File: config.mk
export PLATFORM = sky130hd
export DESIGN_NAME = simd_warp_issuer
export DESIGN_NICKNAME = d
export VERILOG_FILES = /design/src/rtl/simd_warp_issuer_pkg.sv /design/src/rtl/simd_warp_issuer_credit.sv /design/src/rtl/simd_warp_issuer.sv
export SDC_FILE = /design/constraint.sdc
export NUM_CORES = 1
export LEC_CHECK = 0
export BUFFER_PORTS_ARGS = -buffer_cell sky130_fd_sc_hd__buf_2
export CAP_MARGIN = 10
export CORE_UTILIZATION = 49
export CTS_BUF_LIST = sky130_fd_sc_hd__clkbuf_2
export CTS_CLUSTER_SIZE = 12
export DETAILED_ROUTE_END_ITERATION = 12
export PLACE_DENSITY = 0.91
export SYNTH_ARGS = -nofsm -noshare
export SYNTH_HDL_FRONTEND = slang
export SYNTH_SLANG_ARGS = --single-unit
File: constraint.sdc
create_clock -name i_clk -period 3.14 [get_ports i_clk]
set_clock_uncertainty 0.15 [all_clocks]
set_input_delay 0.157 -clock i_clk [delete_from_list [all_inputs] [get_ports i_clk]]
set_output_delay 0.157 -clock i_clk [all_outputs]
set_load 0.005 [all_outputs]
File: src/rtl/simd_warp_issuer_pkg.sv
// simd_warp_issuer_pkg: shared configuration for the SIMD warp issuer slice.
`default_nettype none

package simd_warp_issuer_pkg;

  localparam int TAU_N_INST   = 8;
  localparam int TAU_MAX_WARP = 8;
  localparam int TAU_VDIM     = 2;
  localparam int TAU_WORK_BW  = 8;

endpackage

`default_nettype wire

File: src/rtl/simd_warp_issuer_credit.sv
// simd_credit_counter: tracks issued-but-uncommitted instructions, flags a commit seen with none outstanding.
`default_nettype none

module simd_credit_counter #(
  parameter int MAX_INFLIGHT = 4,
  parameter int CRD_BW       = $clog2(MAX_INFLIGHT + 1)
) (
  input  logic clk,
  input  logic rst_n,
  input  logic inc,
  input  logic dec,
  output logic full,
  output logic next_empty,
  output logic err
);

  logic [CRD_BW-1:0] count;
  logic [CRD_BW-1:0] count_nxt;
  logic              underflow;

  always_comb begin
    count_nxt = count;
    underflow = 1'b0;
    if (inc && !dec) begin
      count_nxt = count + 1'b1;
    end else if (dec && !inc) begin
      // A commit with nothing outstanding is dropped rather than wrapping the count.
      if (count == '0) underflow = 1'b1;
      else             count_nxt = count - 1'b1;
    end
  end

  assign full       = (count == CRD_BW'(MAX_INFLIGHT));
  assign next_empty = (count_nxt == '0);

  always_ff @(posedge clk) begin
    if (!rst_n) begin
      count <= '0;
      err   <= 1'b0;
    end else begin
      count <= count_nxt;
      if (underflow) err <= 1'b1;
    end
  end

endmodule

`default_nettype wire

File: src/rtl/simd_warp_issuer.sv
// simd_warp_issuer: accepts a warp descriptor, issues one token per pc under credit throttling,
// then reports completion once every issued instruction has committed.
`default_nettype none

module simd_warp_issuer
  import simd_warp_issuer_pkg::*;
#(
  parameter  int N_INST       = TAU_N_INST,
  parameter  int MAX_WARP     = TAU_MAX_WARP,
  parameter  int VDIM         = TAU_VDIM,
  parameter  int WBW          = TAU_WORK_BW,
  parameter  int MAX_INFLIGHT = 4,
  localparam int INST_BW      = $clog2(N_INST + 1),
  localparam int WID_BW       = $clog2(MAX_WARP)
) (
  input  logic                      i_clk,
  input  logic                      i_rst,
  input  logic                      i_warp_rdy,
  output logic                      o_warp_ack,
  input  logic [WID_BW-1:0]         i_warp_wid,
  input  logic [VDIM-1:0][WBW-1:0]  i_warp_bofs,
  input  logic [VDIM-1:0][WBW-1:0]  i_warp_aofs,
  input  logic [INST_BW-1:0]        i_warp_ninst,
  output logic                      o_inst_rdy,
  input  logic                      i_inst_ack,
  output logic [INST_BW-1:0]        o_pc,
  output logic [WID_BW-1:0]         o_wid,
  output logic [VDIM-1:0][WBW-1:0]  o_bofs,
  output logic [VDIM-1:0][WBW-1:0]  o_aofs,
  input  logic                      i_commit_dval,
  output logic                      o_done_rdy,
  input  logic                      i_done_ack,
  output logic [WID_BW-1:0]         o_done_wid,
  output logic                      o_err
);

  typedef enum logic [1:0] {
    S_IDLE  = 2'd0,
    S_ISSUE = 2'd1,
    S_DRAIN = 2'd2,
    S_DONE  = 2'd3
  } state_t;

  state_t             state;
  logic [INST_BW-1:0] ninst;
  logic               warp_xfer;
  logic               inst_xfer;
  logic               crd_full;
  logic               crd_next_empty;

  // Ack is masked during reset so a descriptor is never acknowledged and then lost.
  assign o_warp_ack = i_rst && (state == S_IDLE) && i_warp_rdy;
  assign warp_xfer  = o_warp_ack;
  assign o_inst_rdy = (state == S_ISSUE) && !crd_full;
  assign inst_xfer  = o_inst_rdy && i_inst_ack;
  assign o_done_rdy = (state == S_DONE);
  assign o_done_wid = o_wid;

  simd_credit_counter #(
    .MAX_INFLIGHT (MAX_INFLIGHT)
  ) u_credit (
    .clk        (i_clk),
    .rst_n      (i_rst),
    .inc        (inst_xfer),
    .dec        (i_commit_dval),
    .full       (crd_full),
    .next_empty (crd_next_empty),
    .err        (o_err)
  );

  always_ff @(posedge i_clk) begin
    if (!i_rst) begin
      state <= S_IDLE;
      o_pc  <= '0;
    end else begin
      case (state)
        S_IDLE: begin
          if (warp_xfer) begin
            o_pc  <= '0;
            state <= (i_warp_ninst != '0) ? S_ISSUE : S_DONE;
          end
        end
        S_ISSUE: begin
          // pc parks at ninst-1 after the last token instead of stepping past the program.
          if (inst_xfer) begin
            if (o_pc == ninst - INST_BW'(1)) state <= S_DRAIN;
            else                             o_pc  <= o_pc + 1'b1;
          end
        end
        S_DRAIN: begin
          if (crd_next_empty) state <= S_DONE;
        end
        S_DONE: begin
          if (i_done_ack) state <= S_IDLE;
        end
        default: state <= S_IDLE;
      endcase
    end
  end

  always_ff @(posedge i_clk) begin
    if (!i_rst) begin
      ninst  <= '0;
      o_wid  <= '0;
      o_bofs <= '0;
      o_aofs <= '0;
    end else if (warp_xfer) begin
      ninst  <= i_warp_ninst;
      o_wid  <= i_warp_wid;
      o_bofs <= i_warp_bofs;
      o_aofs <= i_warp_aofs;
    end
  end

endmodule

`default_nettype wire

==> metrics.md, run 1 <==
| Metric | Value |
|---|---|
| Ant. Diodes | 0 |
| Unrepaired setup endpoints after global routing | false |
| GRT overflow | 0 |
| Largest net degree at the start of global routing | 45 |
| Synth cell types | 39 |
| CP arrival | 2840 ps |
| Die area | roughly 4700 µm² |
| R2R Path Start | u_credit.count[0] |
| Via density | about 5.3 |
| Vias in the first global route | about 2,200 |
| Synth Warn # | 0 |
| Skew-Pair Late Insertion Delay | 450 ps |
| H-tree depth | 2 |
| Final core occ | between 70% and 80% |
| Final WL | ~6500 µm |
| LEAKAGE | around 1.5 nW |
| Initial DRC count | 261 |
| Syn nets | approximately 330 |
| Post-synthesis register bit count | around 50 |
| Post-Synth XOR/XNOR Area | slightly above 3% |
| R2R Setup Slk | slightly below 500 ps |
| HPWL after DPL | approximately 3700 µm |
| Hold crit path type | in -> reg |
| Synth-to-Final Area Change | 43.4% |
| Slowest stage delay, CP | around 450 ps |
| Final worst setup slack | 493 ps |
| Status | complete, no violations |
| WP data required | 3330 ps |
| DRC | 0 |
| FP Rows | 23 |
| CP max-delay cell | dfxtp_1 |
| Mean Syn Cell Area | about 7.9 µm² |
| Nets | between 400 and 500 |
| Final min period | 2650 ps |
| Worst vdd ir | approximately 0.38 mV |
| Die Width | 68.4 µm |
| CP Max Fanout | 5 |
| Routed len/inst | 14.6 µm |
| Final Hold Viols | 0 |
| Multiplexer share of the synthesized area | 1.45% |
| FMAX | 378 MHz |
| Hold path depth | 4 |
| Setup Buffers After CTS | 0 |
| CTS tree | yes |
| Die span in y | 68.4 µm |
| DP Worst Slack | a little over 600 ps |
| Global-route wire length before repair | 10,100 µm |
| Initial antenna violation count | 0 |
| Share of cells above drive strength 1 | a little over a quarter |
| Worst-margin pin slew | roughly 740 ps |
| Largest family of logic cells by synthesized area | simple AND/OR/NAND/NOR gates |
| DRT Pass-1 Iters | 5 |
| Total Power | about 1.9 mW |
| Setup crit start kind | register |
| Placeable Area | between 4000 and 5000 µm² |
| Sink Count | between 40 and 50 |
| Placer Congestion | 0.889 |
| CP Cell Sequence | inv_1 -> ha_1 -> a21bo_4 -> clkinv_4 -> a21oi_2 -> a2111o_1 -> a221o_1 -> a211o_1 -> mux2i_1 |
| Final worst path period share | 84.3% |
| Mapped Cells | ~270 |
| Number of max-cap violations | 0 |
| Routed Antenna Nets | 0 |
| Hold Path Sink | o_aofs[3] |
| Critical path class | reg -> reg |
| Num CTS Buffers | 5 |
| Reg clk slew, reported paths | 220 ps |
| Post-synthesis simple-gate area fraction | a little over a fifth |
| Total GRT Usage | 30.0% |
| Final setup fails | 0 |
| Critical Path End Type | register |
| Worst reg2reg path depth | 9 |
| Detailed-route via count | ~2,400 |
| Worst Hold Launch | i_warp_rdy |
| Initial cell density of the core | a little over half |
| Synthesized area | approximately 2200 µm² |
| # fillers | 301 |
| Clk root buf | clkbuf_2 |
| Sequential area share after synthesis | a little under half |
| Port Buf Inserts | 90 |
| Final Max Slew Viols | 0 |
| Setup TNS | 0 ps |
| Compound-Gate Fraction of Synth Area | about 18% |
| Adder-cell share of the synthesized area | around 5.2% |
| Pwr Density | between 600 and 700 nW/µm² |
| Rel. slew slack | between 50% and 60% |
| Critical R2R Capture | state[1] |
| Resized Gates After CTS | 0 |
| Num ports | about 90 |
| Bufs on Longest Clock Path | 2 |
==> power breakdown <==
group	switching (mW)	internal (mW)	total, mW	leakage, nW
Combinational	0.420	0.327	0.746	1.02
Clock	0.205	0.136	0.340	0.0406
Sequential	0.0697	0.716	0.786	0.402
==> metal layers <==
layer	vias up	track usage, %	part of all wire (%)
met2	111	49.8	52
met4	0	15.1	3.2
li1	1150	-	-
met1	1108	35.6	40
met3	20	7.50	5.2
met5	-	0	0
==> cells in the final DEF (no fill, tap or decap), types with 2 or more instances in the layout <==
cell,Yosys,routed
o21ai_0,5,5
xor2_1,2,2
nand3_1,3,3
dlygate4sd3_1,0,42
mux2i_1,2,2
and2_1,2,2
nor3_1,2,2
clkbuf_2,0,6
xnor2_1,3,3
inv_1,10,10
dfxtp_1,49,49
a21oi_1,46,46
nor4_1,2,2
ha_1,9,9
nor2b_1,2,2
buf_4,3,2
nand4b_1,2,2
buf_2,0,90
a21o_1,2,2
nand2_1,89,89
nor2_1,7,7
==> critical path: cells and delay by family (launching register included) <==
| family | cells | cell delay [ps] |
|---|---|---|
| buf+inv | 2 | 170 |
| compound gates | 5 | 1440 |
| fa+ha+maj | 1 | 250 |
| flops | 1 | 450 |
| mux | 1 | 120 |
==> logic make-up (layout without fill, tap and decap cells) <==
| family | Yosys count | in the layout |
|---|---|---|
| xor gates and xnor gates | 6 | 6 |
| adders and majority gates | 9 | 9 |
| DFF | 49 | 49 |
| buffers and inverters | 29 | 154 |
| and+or+nand+nor | 112 | 112 |
| muxes | 3 | 3 |
| AOI/OAI and AO/OA | 66 | 66 |
==> cells in the mapped netlist, drive strengths merged <==
master / instances / area [µm²]
clkinv: 1 / 8.76
o31a: 1 / 8.76
a2111o: 1 / 11.3
nand2: 89 / 334
a211o: 1 / 8.76
xnor3: 1 / 22.5
o21a: 1 / 7.51
buf: 3 / 22.5
nor3: 2 / 10.0
dfxtp: 49 / 981
inv: 11 / 41.3
and2: 2 / 12.5
o41ai: 1 / 8.76
a221o: 1 / 10.0
nand4b: 2 / 17.5
mux2: 1 / 11.3
o211ai: 1 / 7.51
a21oi: 47 / 239
xnor2: 3 / 26.3
a21bo: 1 / 16.3
nor2b: 2 / 12.5
a31oi: 1 / 6.26
o21ai: 6 / 30.0
nand3: 3 / 15.0
nor4: 2 / 12.5
and3: 1 / 6.26
nand4: 1 / 6.26
xor2: 2 / 17.5
clkbuf: 14 / 52.6
a21boi: 1 / 7.51
ha: 9 / 113
nand2b: 1 / 6.26
mux2i: 2 / 20.0
a21o: 2 / 15.0
a211oi: 1 / 7.51
nor2: 7 / 26.3
==> flip-flops by register name, summed over array words and instances (netlist names) <==
| signal | count |
|---|---|
| o_bofs | 16 |
| ninst | 4 |
| o_aofs | 16 |
| o_done_wid | 3 |
| u_credit.err | 1 |
| o_pc | 4 |
| state | 2 |
| u_credit.count | 3 |
==> cell type report <==
type                            count  area (µm²)  area share [%]
Multi-Input combinational cell    196        1050            34.0
Tap cell                           50        62.6            2.02
Clock inverter                      2        33.8            1.09
Inverter                           12        50.0            1.62
Sequential cell                    49         981            31.7
Clock buffer                        6        30.0           0.970
Timing Repair Buffer              134         886            28.6
==> per-stage QoR <==
step / std cells / hold WS, ps / cell area [µm²]
2_1_floorplan: 274 / 143 / 2160
3_5_place_dp: 399 / 252 / 2610
4_1_cts: 449 / 22.3 / 3100
5_1_grt: 449 / 14.3 / 3100
6_report: 449 / 46.2 / 3100
3_3_place_gp: 399 / 246 / 2610
==> worst max path at each step <==
| stage | endpoint | cells after the start | startpoint | slack [ps] |
|---|---|---|---|---|
| 2_1_floorplan | state[1] | 9 | u_credit.count[0] | 750 |
| 3_3_place_gp | state[1] | 9 | state[1] | 670 |
| 3_5_place_dp | state[1] | 9 | state[1] | 610 |
| 4_1_cts | state[1] | 9 | state[1] | 580 |
| 5_1_grt | state[1] | 9 | u_credit.count[1] | 390 |
| 6_report | state[1] | 9 | u_credit.count[0] | 490 |
==> timing repair <==
item,in CTS,in global routing
hold endpoints to repair,46,0
setup endpoints to repair,0,0
hold buffers,42,0
Power figures use the tool's default switching activity.
==> inputs of run 2 (changes only) <==
--- a/config.mk
+++ b/config.mk
@@ -7,11 +7,11 @@
 export LEC_CHECK = 0
 export BUFFER_PORTS_ARGS = -buffer_cell sky130_fd_sc_hd__buf_2
 export CAP_MARGIN = 10
-export CORE_UTILIZATION = 49
+export CORE_UTILIZATION = 44
 export CTS_BUF_LIST = sky130_fd_sc_hd__clkbuf_2
 export CTS_CLUSTER_SIZE = 12
 export DETAILED_ROUTE_END_ITERATION = 12
-export PLACE_DENSITY = 0.91
+export PLACE_DENSITY = 0.86
 export SYNTH_ARGS = -nofsm -noshare
 export SYNTH_HDL_FRONTEND = slang
 export SYNTH_SLANG_ARGS = --single-unit
==> constraint.sdc (replaced) <==
create_clock -name i_clk -period 2.4 [get_ports i_clk]
set_clock_uncertainty 0.15 [all_clocks]
set_input_delay 0.12 -clock i_clk [delete_from_list [all_inputs] [get_ports i_clk]]
set_output_delay 0.12 -clock i_clk [all_outputs]
set_load 0.005 [all_outputs]
==> run 2 against run 1 <==
Effect of this change: the run now ends with DRC left; sequential cell count unchanged; first-iteration DRC count is 6.1% lower; die area up 11%; global-route usage shrank 4.4 points; register-to-register slack lost 440 ps; critical path type unchanged.
==> metrics.md, run 2 (same netlist as run 1, synthesis figures left out) <==
| Metric | Value |
|---|---|
| HPWL after DPL | 3880 µm (+5.7%) |
| CP Max Fanout | 5 (unchanged) |
| Final Max Slew Viols | 0 (unchanged) |
| Global-route wire length before repair | 10,300 µm (+2.0%) |
| Final min period | 2350 ps (-299 ps) |
| Failing checks | DRC |
| R2R Path Start | state[1] |
| Total Power | 2.65 mW (+41%) |
| Placeable Area | 4720 µm² (+15%) |
| R2R Setup Slk | 50 ps (-440 ps) |
| Nets | 465 (+2.9%) |
| WP data required | 2620 ps (-710 ps) |
| LEAKAGE | 1.54 nW (+5.3%) |
| CP arrival | 2570 ps (-270 ps) |
| Critical R2R Capture | state[1] |
| Biggest regs | o_aofs x16, o_bofs x16 |
| Reg clk slew, reported paths | 250 ps (+30 ps) |
| DRT Pass-1 Iters | 10 (+5) |
| Die area | 5190 µm² (+11%) |
| Share of cells above drive strength 1 | 31.1% (+5.0 points) |
| Routed Antenna Nets | 0 (unchanged) |
| Initial antenna violation count | 0 (unchanged) |
| Final Hold Viols | 0 (unchanged) |
| Via density | 4.97 (-6.5%) |
| GRT overflow | 0 (unchanged) |
| Ant. Diodes | 0 (unchanged) |
| Total GRT Usage | 25.6% (-4.4 points) |
| Final WL | 6530 µm (-0.15%) |
| Placed Cells | 424 (+6.3%) |
| Worst-margin pin slew | 751 ps (+14.9 ps) |
| Status | finished with violations |
| Rel. slew slack | 49.9% (-1.0 points) |
| Worst reg2reg path depth | 9 (unchanged) |
| Bufs on Longest Clock Path | 2 (unchanged) |
| Critical Path End Type | register |
| Synth-to-Final Area Change | 50.8% |
| Final setup fails | 0 (unchanged) |
| Vias in the first global route | 2,227 (-0.67%) |
| H-tree depth | 2 (unchanged) |
| Port Buf Inserts | 90 (unchanged) |
| Num CTS Buffers | 5 (unchanged) |
| Hold Path Sink | state[0] |
| Hold path depth | 4 (unchanged) |
| Largest net degree at the start of global routing | 45 (unchanged) |
| DRC | 2 (+2) |
| Hold crit path type | in -> reg |
| FMAX | 426 MHz (+13%) |
| Setup crit start kind | register |
| Routed len/inst | 13.6 µm (-6.4%) |
| Placer Congestion | 1.02 (+15%) |
| Pwr Density | 812 nW/µm² (+34%) |
| Switching Fraction | 36.1% (-1.0 points) |
| Number of max-cap violations | 0 (unchanged) |
| Clock power share | 17.2% (-1.0 points) |
| Final non-filler cell total | 479 (+6.7%) |
| Skew-Pair Late Insertion Delay | 440 ps (about the same) |
| Int Pwr | 1.69 mW (+44%) |
| Most frequent cells in the layout | buf_2 (90), nand2_1 (89), a21oi_1 (46), dfxtp_1 (45), dlygate4sd3_1 (42) |
| Part of the power in registers | 38.6% (-3.4 points) |
| Die Width | 72.1 µm (+5.4%) |
| CTS tree | yes |
| # fillers | 374 (+24%) |
| Comb pwr share | 44.2% (+4.3 points) |
| Psw | 954 µW (+37%) |
| Final worst path period share | 97.8% (+14 points) |
| Initial cell density of the core | 45.7% (-6.8 points) |
| Worst Hold Launch | i_done_ack |
| Die span in y | 72.1 µm (+5.4%) |
| Initial DRC count | 245 (-6.1%) |
| Commonest non-fill, non-tap cell in the layout | buf_2 |
| Worst vdd ir | 0.633 mV (+66%) |
| Num ports | 91 (unchanged) |
| Detailed-route via count | 2,383 (-0.25%) |
| FP Rows | 25 (+8.7%) |
| Clk root buf | clkbuf_2 |
| Sink Count | 49 (unchanged) |
| Critical path class | reg -> reg |
==> run 2: changes by cell type in the layout (fill, tap and decap cells not counted), moves of 2 or more <==
cell / previous run / this run
buf_4: 2 / 14
dfxtp_1: 49 / 45
dfxtp_2: 0 / 4
inv_1: 10 / 7
inv_2: 1 / 4
ha_1: 9 / 7
==> run 2: worst max-delay path by stage <==
stage                 startpoint       end  slack, ps  cells after the start
6_report                state[1]  state[1]         50                      9
5_1_grt                 state[1]  state[1]         -8                      9
4_1_cts        u_credit.count[0]  state[0]          5                      9
3_5_place_dp   u_credit.count[1]  state[1]        -30                      9
3_3_place_gp   u_credit.count[0]  state[1]         30                      9
2_1_floorplan  u_credit.count[0]  state[1]         10                      9
==> run 2: final cells by class <==
cell class | count | area, µm² | share of cell area [%]
clock buffer | 5 | 25.0 | 0.769
clock inverter | 3 | 43.8 | 1.35
inverter | 12 | 50.0 | 1.54
multi-input combinational | 196 | 1070 | 32.9
sequential | 49 | 986 | 30.3
tap | 67 | 83.8 | 2.57
timing repair buffer | 147 | 996 | 30.6
==> run 2: critical path, cell delays in order (launching register included) <==
cell and delay [ps]:
dfxtp_2 380, inv_2 60, ha_2 170, a21bo_4 250, clkinv_4 70, a21oi_2 60
a2111o_1 380, a221o_1 320, a211o_1 330, mux2i_1 150
==> run 2: metrics by stage <==
stage	setup TNS, ps	hold slack (ps)	setup WS (ps)	instance area (µm²)	utilization [%]
after floorplan	0	106	13.8	2160	-
after global placement	0	209	34.8	2710	57.3
after detailed placement	-53.8	215	-32.8	2710	57.3
after CTS	0	68.4	5.36	3210	68.0
after global routing	-7.59	106	-7.59	3260	68.9
final	0	126	52.0	3260	68.9
==> run 2: power by group through the flow <==
stage                     clock [mW]  sequential, mW  combinational [mW]
after floorplan                    0            1.03               0.614
after global placement             0            1.02               0.960
after detailed placement           0            1.02                1.01
after CTS                      0.471            1.01                1.08
after global routing           0.492            1.04                1.28
final                          0.455            1.02                1.17
==> run 2: metal layers <==
metal  GRT usage (%)  part of all wire (%)  vias up
met1            30.0                    39     1078
met3            5.28                   5.2       20
met2            46.2                    53      110
met5               0                     0        -
li1                -                     -     1175
met4            8.93                   2.7        0
==> run 2: timing repair <==
action,in CTS,in global routing
pin swaps,1,6
setup buffers,1,4
endpoints found under the setup margin,2,2
gates resized for setup,5,6
gates cloned,0,0
hold endpoints to repair,47,0
hold buffers,42,0
